--- config.mk ---
export PLATFORM = sky130hd
export DESIGN_NAME = register_file_plus_alu
export DESIGN_NICKNAME = d
export VERILOG_FILES = /design/src/rtl/register_file_plus_alu.sv
export SDC_FILE = /design/constraint.sdc
export NUM_CORES = 1
export LEC_CHECK = 0
export CAP_MARGIN = 20
export CORE_AREA = 2 2 152 154
export CTS_BUF_LIST = sky130_fd_sc_hd__clkbuf_8 sky130_fd_sc_hd__clkbuf_16
export CTS_CLUSTER_SIZE = 14
export DETAILED_ROUTE_END_ITERATION = 8
export DIE_AREA = 0 0 154 156
export PLACE_DENSITY = 0.6
export SYNTH_ARGS = -nofsm -noshare
export SYNTH_HDL_FRONTEND = slang
export SYNTH_SLANG_ARGS = --single-unit
--- constraint.sdc ---
create_clock -name clk -period 17.8 [get_ports clk]
set_input_delay 4.45 -clock clk [delete_from_list [all_inputs] [get_ports clk]]
set_output_delay 4.45 -clock clk [all_outputs]
set_load 0.05 [all_outputs]
--- src/rtl/register_file_plus_alu.sv ---
// 8x16 register file with two async read ports feeding an add/sub/LHI/LLI ALU and OutR latch.
// Optional RF_BYPASS_EN macro enables same-cycle write-through forwarding on rA/rB.
module register_file_plus_alu (
  input  logic        clk,
  input  logic        rst_n,
  input  logic        RF_en,
  input  logic [2:0]  RF_addr,
  input  logic [15:0] RF_data,
  input  logic [2:0]  read_A,
  input  logic [2:0]  read_B,
  output logic [15:0] rA,
  output logic [15:0] rB,
  input  logic        add_or_sub,
  input  logic        out_imm,
  input  logic [15:0] ext_B_data,
  input  logic        LHI,
  input  logic        LLI,
  output logic [15:0] S_out,
  output logic        N,
  output logic        Z,
  output logic        V,
  output logic        C,
  input  logic        ctro_outR,
  output logic [15:0] OutR
);

  logic [15:0] regs [8];

  logic [15:0] op_a;
  logic [15:0] op_b;
  logic [15:0] b_inv;
  logic [16:0] sum17;
  logic        v_arith;
  logic        arith;

  // rst_n is an active-high synchronous reset despite its name
  always_ff @(posedge clk) begin
    if (rst_n) begin
      for (int i = 0; i < 8; i++) begin
        regs[i] <= '0;
      end
      OutR <= '0;
    end else begin
      if (RF_en) begin
        regs[RF_addr] <= RF_data;
      end
      if (ctro_outR) begin
        OutR <= S_out;
      end
    end
  end

`ifdef RF_BYPASS_EN
  logic fwd_a;
  logic fwd_b;

  assign fwd_a = RF_en && !rst_n
              && (RF_addr == read_A);
  assign fwd_b = RF_en && !rst_n
              && (RF_addr == read_B);
  assign rA = fwd_a ? RF_data : regs[read_A];
  assign rB = fwd_b ? RF_data : regs[read_B];
`else
  assign rA = regs[read_A];
  assign rB = regs[read_B];
`endif

  assign op_a = rA;
  assign op_b = out_imm ? ext_B_data : rB;

  // subtract as A + ~B + 1 so the carry-out means "no borrow"
  assign b_inv = add_or_sub ? ~op_b : op_b;
  assign sum17 = {1'b0, op_a}
               + {1'b0, b_inv}
               + {16'd0, add_or_sub};

  assign v_arith = (op_a[15] == b_inv[15])
                && (sum17[15] != op_a[15]);

  assign arith = !LHI && !LLI;

  always_comb begin
    S_out = sum17[15:0];
    if (LHI) begin
      S_out = {op_b[7:0], op_a[7:0]};
    end else if (LLI) begin
      S_out = {op_a[15:8], op_b[7:0]};
    end
  end

  assign N = S_out[15];
  assign Z = (S_out == 16'd0);
  assign V = arith & v_arith;
  assign C = arith & sum17[16];

endmodule

==> impl_results.md, run 1 <==
- Initial Utilization: between 30% and 40%
- Cell area after layout: between 10000 and 15000 sq um
- Area Overhead vs Synth: 23.58%
- Hold slack: roughly 0.49 ns
- Primary FF master, synth: edfxtp_1
- Worst Reg2Reg Path Length in Cells: 14
- Distinct cells, synth: 58
- Min Tclk post-route: ~15 ns
- Pwr Total: between 1 and 1.5 mW
- PwrDens: slightly above 100 nW/um^2
- Hold Path End: OutR[0]$_SDFFE_PP0P_
- Net switching power: around 380 uW
- Port buffer count: approximately 120
- #FFs+latches synth: ~140
- Grt total ovfl: 0
- Total track usage: 21.95%
- Status: completed
- Worst slack, placed: 2.805 ns
- Reg2reg start: regs[4][0]$_SDFFCE_PN0P_
- Net Count, Synth: between 700 and 800
- Placed insts: about 1100
- DRT iter0 DRCs: approximately 410
- Mapped Area: 8767 sq um
- Die H: roughly 160 um
- Drc violations: 0
- Cell Chain, Critical Path: clkdlybuf4s50_1 -> buf_4 -> mux4_2 -> mux2i_1 -> nor2_1 -> a21oi_1 -> xnor2_1 -> fa_1 -> a21o_1 -> a21oi_1 -> o21a_1 -> xor2_1 -> o211ai_1 -> or4bb_1 -> or4_1 -> or4_1 -> nor4_2 -> clkdlybuf4s50_1
- Antenna Violating Nets Remaining: 0
- Layout cells sized above 1: around a fifth
- # IOs: about 120
- Hold_sp: OutR[0]$_SDFFE_PP0P_
- Slowest stage cell, crit path: clkdlybuf4s50_1
- Core Area: approximately 22000 sq um
- Final hold violations: 0
- Max-Cap Viols: 0
- Yosys warns: 0
- Final Cycle Share: between 80% and 90%
- Reg2reg setup slack: about 13 ns
- Vias: 6348
- Max-slew violations: 0
- CTS tree: done
- Critical Path RT: ~13 ns
- Sw Ratio: between 30% and 40%
- Cells after Synth: just under 700
- DP Area: just over 10000 sq um
- Final WS setup: around 2.8 ns
- Drt pass-1 iters: 5
- Critical Setup Path Class: in2out
- Reg power frac: a little over a third
- Global-route wire length before repair: ~39000 um
- Hold Buf Count CTS: 0
- Clock-pin slew of the registers on the worst-case setup and hold paths: 0.06 ns
- TritonCTS Buffers: 17
- HP Class: reg2reg
- Final Non-Filler Cells: 1100
- Clock Tree Buf Depth: 2
- Unrepaired setup endpoints after global routing: no
- Via-per-instance ratio: 5.771
- VDD IR max: 0.04974 mV
- Die W: ~150 um
- Synth async-reset ratio: 0%
- Layout Skew: 0.009810 ns
- Sequential area share after synthesis: roughly 47%
- Clock share of power: between 30% and 40%
- # rows: 55
- Wire per inst: about 23 um
- Worst hold path cell count: 2
- Post-Route WL: ~26000 um
- Fmax: approximately 0.067 GHz
- Largest net degree at the start of global routing: 32
- Vias in the first global route: roughly 6800
- Reg-to-Reg End: OutR[14]$_SDFFE_PP0P_
- Clk sinks: between 100 and 150
- CP endpoint kind: primary output
- Number of synthesized flops with an enable pin: between 100 and 150
- Cell internal pwr: about 720 uW
- Crit-path max cell delay: 0.84 ns
- Post_cts resized: 0
- Leakage: between 3 and 4 nW
- Clock root buffer: clkbuf_16
- Tightest Pin Transition: 1.097 ns
- Die ar.: between 20000 and 25000 sq um
- Initial antenna violation count: 1
- Final setup vio count: 0
- Gp weighted congestion: between 0.9 and 1
- CP Data Arrival Time: 10.55 ns
- Crit-path max FO: 30
- Setup TNS: 0 ns
- Detailed Place HPWL: about 19000 um
- Worst rel slew slack: 26.36%
- Comb power frac: between 30% and 40%
- CP Launch Type: input pin
- Clk_lat worst skew: around 0.42 ns
- Synthesized area per cell: 12.82 sq um
- Nets@finish: around 870
- Postcts setup bufs: 0
- Htree depth: 4
- Final core area utilization: around 48%
[power by group through the flow]
stage | registers [mW] | logic, mW | clock network (mW)
floorplan | 0.419 | 0.230 | 0
detailed placement | 0.410 | 0.352 | 0
finish | 0.403 | 0.354 | 0.343
CTS | 0.403 | 0.354 | 0.346
global placement | 0.407 | 0.349 | 0
global route | 0.406 | 0.377 | 0.361
[layout make-up]
type                            count  area, sq um
Multi-Input combinational cell    485         4383
Sequential cell                   144         4164
Antenna cell                        1        2.502
Fill cell                        1975        11530
Clock inverter                     15        133.9
Inverter                           16        60.06
Timing Repair Buffer              137         1309
Clock buffer                       17        425.4
Tap cell                          285        356.6
[cells in the mapped netlist, drive strengths merged (9+ instances only)]
cell type,number,area share [%]
dfxtp,16,3.7
buf,9,0.54
nor3,13,0.74
o21ai,18,1.0
inv,14,0.60
mux2,33,4.3
a21oi,17,0.97
nor2,44,1.9
mux2i,30,3.4
mux4,63,16
xnor2,15,1.5
a21o,12,1.0
nand2,23,0.98
clkbuf,30,1.3
ha,16,2.3
edfxtp,128,44
and2,128,9.1
[state kept, by name (all words and copies together), names as in the netlist]
register / count
OutR: 16
regs: 128
[placed cells by master, fill, tap and decap left out, drive strengths merged, types with 2 or more instances in the layout]
| master | count |
|---|---|
| xnor2 | 15 |
| a22oi | 4 |
| clkbuf | 17 |
| and2 | 128 |
| a21o | 12 |
| inv | 20 |
| clkinv | 8 |
| buf | 23 |
| o21ai | 18 |
| dfxtp | 16 |
| a31oi | 4 |
| a211oi | 3 |
| nor4 | 2 |
| clkdlybuf4s50 | 114 |
| mux4 | 63 |
| nand2 | 23 |
| edfxtp | 128 |
| a31o | 2 |
| a311oi | 2 |
| xor2 | 8 |
| o31a | 2 |
| or2 | 3 |
| o22ai | 2 |
| nand3 | 3 |
| a21oi | 17 |
| nor2 | 44 |
| a2bb2oi | 2 |
| mux2 | 33 |
| o21bai | 3 |
| a211o | 2 |
| clkinvlp | 2 |
| or4 | 2 |
| and3 | 7 |
| nor3 | 13 |
| ha | 16 |
| nand2b | 3 |
| or3 | 2 |
| mux2i | 30 |
[routing by layer]
layer,vias up,global-route usage [%],wire length (um)
li1,2828,-,-
met1,3199,24.92,9831
met2,266,39.87,13540
met3,55,4.278,1504
met4,0,10.32,930
met5,-,0,0
[worst max-delay path: cells and delay by family]
kind / cells / cell delay [ns]
simple gates: 5 / 1.73
compound gates: 5 / 1.02
mux: 2 / 0.81
fa+ha+maj: 1 / 0.48
xor+xnor: 2 / 0.31
buf+inv: 3 / 1.72
[worst max-delay path by stage]
stage,depth (start not counted),startpoint,to
final,18,read_B[1],Z
after CTS,18,read_B[1],Z
after detailed placement,18,read_B[1],Z
after global routing,18,read_B[1],Z
after floorplan,14,read_A[0],Z
after global placement,18,read_B[1],Z
[logic make-up after synthesis]
family                   Yosys count  share of synthesized area [%]
buffers and inverters             55                          2.512
multiplexers                     126                          23.93
flip-flops                       144                          47.50
AND/OR/NAND/NOR                  235                          14.81
AO/OA/AOI/OAI                     84                          6.437
adder cells (fa/ha/maj)           17                          2.512
XOR/XNOR                          23                          2.298
Note: power is estimated with default switching activity, not from simulation.
==> inputs of run 2 (changes only) <==
Settings changed: PLACE_DENSITY 0.6 to 0.62.
Clock period 17.8 ns to 13.15 ns, I/O delays scaled along.
==> run 2 against run 1 <==
Net effect: design area rose by 0.84%; count of clock-buffer cells in the layout did not move; worst hold slack improved by 0.0069 ns; final cell count rose by 0.18%; combinational power rose by 36%; critical path type unchanged; critical endpoint unchanged.
==> impl_results.md, run 2 (synthesized netlist as in run 1, its figures left out) <==
- Clk_lat worst skew: 0.43 ns (about the same)
- Reg power frac: 35.5% (-1.1 points)
- Setup TNS: 0 ns (unchanged)
- VDD IR max: 0.07639 mV (+54%)
- Clock root buffer: clkbuf_16
- Area Overhead vs Synth: 24.62%
- Drc violations: 0 (unchanged)
- Fmax: around 0.083 GHz
- Reg-to-Reg End: OutR[14]$_SDFFE_PP0P_
- Tightest Pin Transition: 1.085 ns (-0.01214 ns)
- Clock-pin slew of the registers on the worst-case setup and hold paths: 0.07 ns (about the same)
- Biggest regs: regs: 128 flops, OutR: 16 flops
- Post-Route WL: 25870 um (+0.25%)
- Clk sinks: 144 (unchanged)
- Clock Tree Buf Depth: 2 (unchanged)
- Core Area: 22370 sq um (unchanged)
- Grt total ovfl: 0 (unchanged)
- Critical Path RT: 9.86 ns (-3.49 ns)
- Worst Reg2Reg Path Length in Cells: 14 (unchanged)
- Cell Chain, Critical Path: clkdlybuf4s50_1 -> buf_4 -> buf_4 -> mux4_2 -> mux2i_1 -> o21ai_0 -> xor2_1 -> ha_1 -> a21o_1 -> a21oi_1 -> nor3_1 -> nor2_1 -> a21o_1 -> or3_1 -> a311o_1 -> or4_1 -> nor4_2 -> buf_12
- Net switching power: 532.2 uW (+40%)
- Hold Buf Count CTS: 0 (unchanged)
- Hold Path End: OutR[0]$_SDFFE_PP0P_
- Crit-path max FO: 18 (-40%)
- Sw Ratio: 34.62% (+0.17 points)
- HP Class: reg2reg
- Slowest stage cell, crit path: mux4_2
- Die ar.: 24020 sq um (unchanged)
- Crit-path max cell delay: 0.55 ns (-0.29 ns)
- Vias in the first global route: 6547 (-4.1%)
- Cell internal pwr: 1.005 mW (+39%)
- Worst rel slew slack: 27.17% (+0.81 points)
- Final hold violations: 0 (unchanged)
- Max-Cap Viols: 0 (unchanged)
- Min Tclk post-route: about 12 ns
- Largest register FFs: 128 (unchanged)
- Reg2reg setup slack: 8.89 ns (-4.53 ns)
- Die W: 154 um (unchanged)
- Global-route wire length before repair: 39880 um (+1.6%)
- Register with the most flip-flops: regs
- Crit path buffers/inverters: 4 (+1)
- Status: completed
- Drt pass-1 iters: 5 (unchanged)
- CP endpoint kind: primary output
- CP Data Arrival Time: 8.77 ns (-1.78 ns)
- Final setup vio count: 0 (unchanged)
- Final Non-Filler Cells: 1102 (+0.18%)
- Comb power frac: 31.4% (-0.8 points)
- Critical Path Source: read_B[1]
- Gp weighted congestion: 1.013 (+6.8%)
- Most frequent cells in the layout: 128 x and2_1, 128 x edfxtp_1, 113 x clkdlybuf4s50_1
- Layout Skew: 0.007277 ns (-0.002533 ns)
- CP Launch Type: input pin
- Antenna diode count: 0 (-1)
- Reg2reg start: regs[5][0]$_SDFFCE_PN0P_
- Die H: 156 um (unchanged)
- Detailed Place HPWL: 18610 um (-2.0%)
- Clock share of power: 33.1% (+1.9 points)
- CTS tree: done
- Largest net degree at the start of global routing: 27 (-16%)
- Vias: 6330 (-0.28%)
- Leakage: 4.039 nW (+1.3%)
- Final Cycle Share: 91.66%
- Postcts setup bufs: 0 (unchanged)
- Antenna Violating Nets Remaining: 0 (unchanged)
- Htree depth: 4 (unchanged)
- TritonCTS Buffers: 17 (unchanged)
- Post_cts resized: 0 (unchanged)
- Gate family responsible for the most delay along the worst path: simple AND/OR/NAND/NOR gates
- Initial antenna violation count: 0 (-1)
- Total track usage: 22.20% (+0.26 points)
- Critical Setup Path Class: in2out
- Unrepaired setup endpoints after global routing: no
- Via-per-instance ratio: 5.744 (-0.46%)
- PwrDens: 140.7 nW/um^2 (+38%)
- DRT iter0 DRCs: 368 (-9.4%)
- Initial Utilization: 39.20% (unchanged)
- Wire per inst: 23.48 um (about the same)
- Nets@finish: 870 (+0.35%)
- Layout cells sized above 1: 19.58% (+0.66 points)
- Port buffer count: 116 (unchanged)
- # IOs: 117 (unchanged)
- Max-slew violations: 0 (unchanged)
- Placed insts: 1070 (+0.28%)
- Worst hold path cell count: 2 (unchanged)
- # rows: 55 (unchanged)
- Hold_sp: OutR[0]$_SDFFE_PP0P_
## run 2: cell types whose count changed in the layout (fill, tap and decap cells not counted), moves of 2 or more
| cell | delta |
|---|---|
| clkinv_1 | -2 |
| clkinv_4 | -2 |
| buf_4 | +3 |
| clkinv_8 | +2 |
| inv_8 | +4 |
## run 2: metal layers
metal / global-route usage [%] / up-vias / wire [um]
li1: - / 2834 / -
met1: 26.92 / 3194 / 10530
met2: 39.57 / 250 / 13180
met3: 3.972 / 52 / 1495
met4: 8.411 / 0 / 666
met5: 0 / - / 0
## run 2: worst max path at each step
stage / cells after the start / endpoint
final: 18 / Z
after global routing: 18 / Z
after CTS: 18 / Z
after detailed placement: 18 / Z
after global placement: 18 / Z
after floorplan: 14 / Z
## run 2: cell type report
class	instances	area, sq um
well taps	285	356.6
inverters	16	60.06
repair buffers	140	1341
clock buffers	17	425.4
flip-flops and latches	144	4164
clock inverters	15	195.2
fillers	1925	11440
multi-input cells	485	4383
## run 2: tightest hold or removal path: stages (launching register included)
cell and delay [ns]:
dfxtp_1 0.32, nor2_1 0.08, a211oi_1 0.05
## run 2: power groups by stage
stage / clock, mW / sequential, mW / combinational [mW]
CTS: 0.515 / 0.545 / 0.481
detailed placement: 0 / 0.555 / 0.479
floorplan: 0 / 0.567 / 0.311
finish: 0.509 / 0.546 / 0.482
global placement: 0 / 0.552 / 0.475
global route: 0.533 / 0.549 / 0.512
## run 2: through the flow
step / worst slack [ns] / power [mW] / instance area, sq um / hold slack (ns) / utilization [%]
global placement: 1.171 / 1.027 / 10300 / 0.4761 / 46.08
finish: 1.097 / 1.537 / 10930 / 0.4964 / 48.85
floorplan: 0.4964 / 0.8781 / 8767 / 0.7028 / -
detailed placement: 1.132 / 1.034 / 10300 / 0.4837 / 46.08
CTS: 1.126 / 1.541 / 10930 / 0.4931 / 48.85
global route: 0.8408 / 1.594 / 10930 / 0.5230 / 48.85
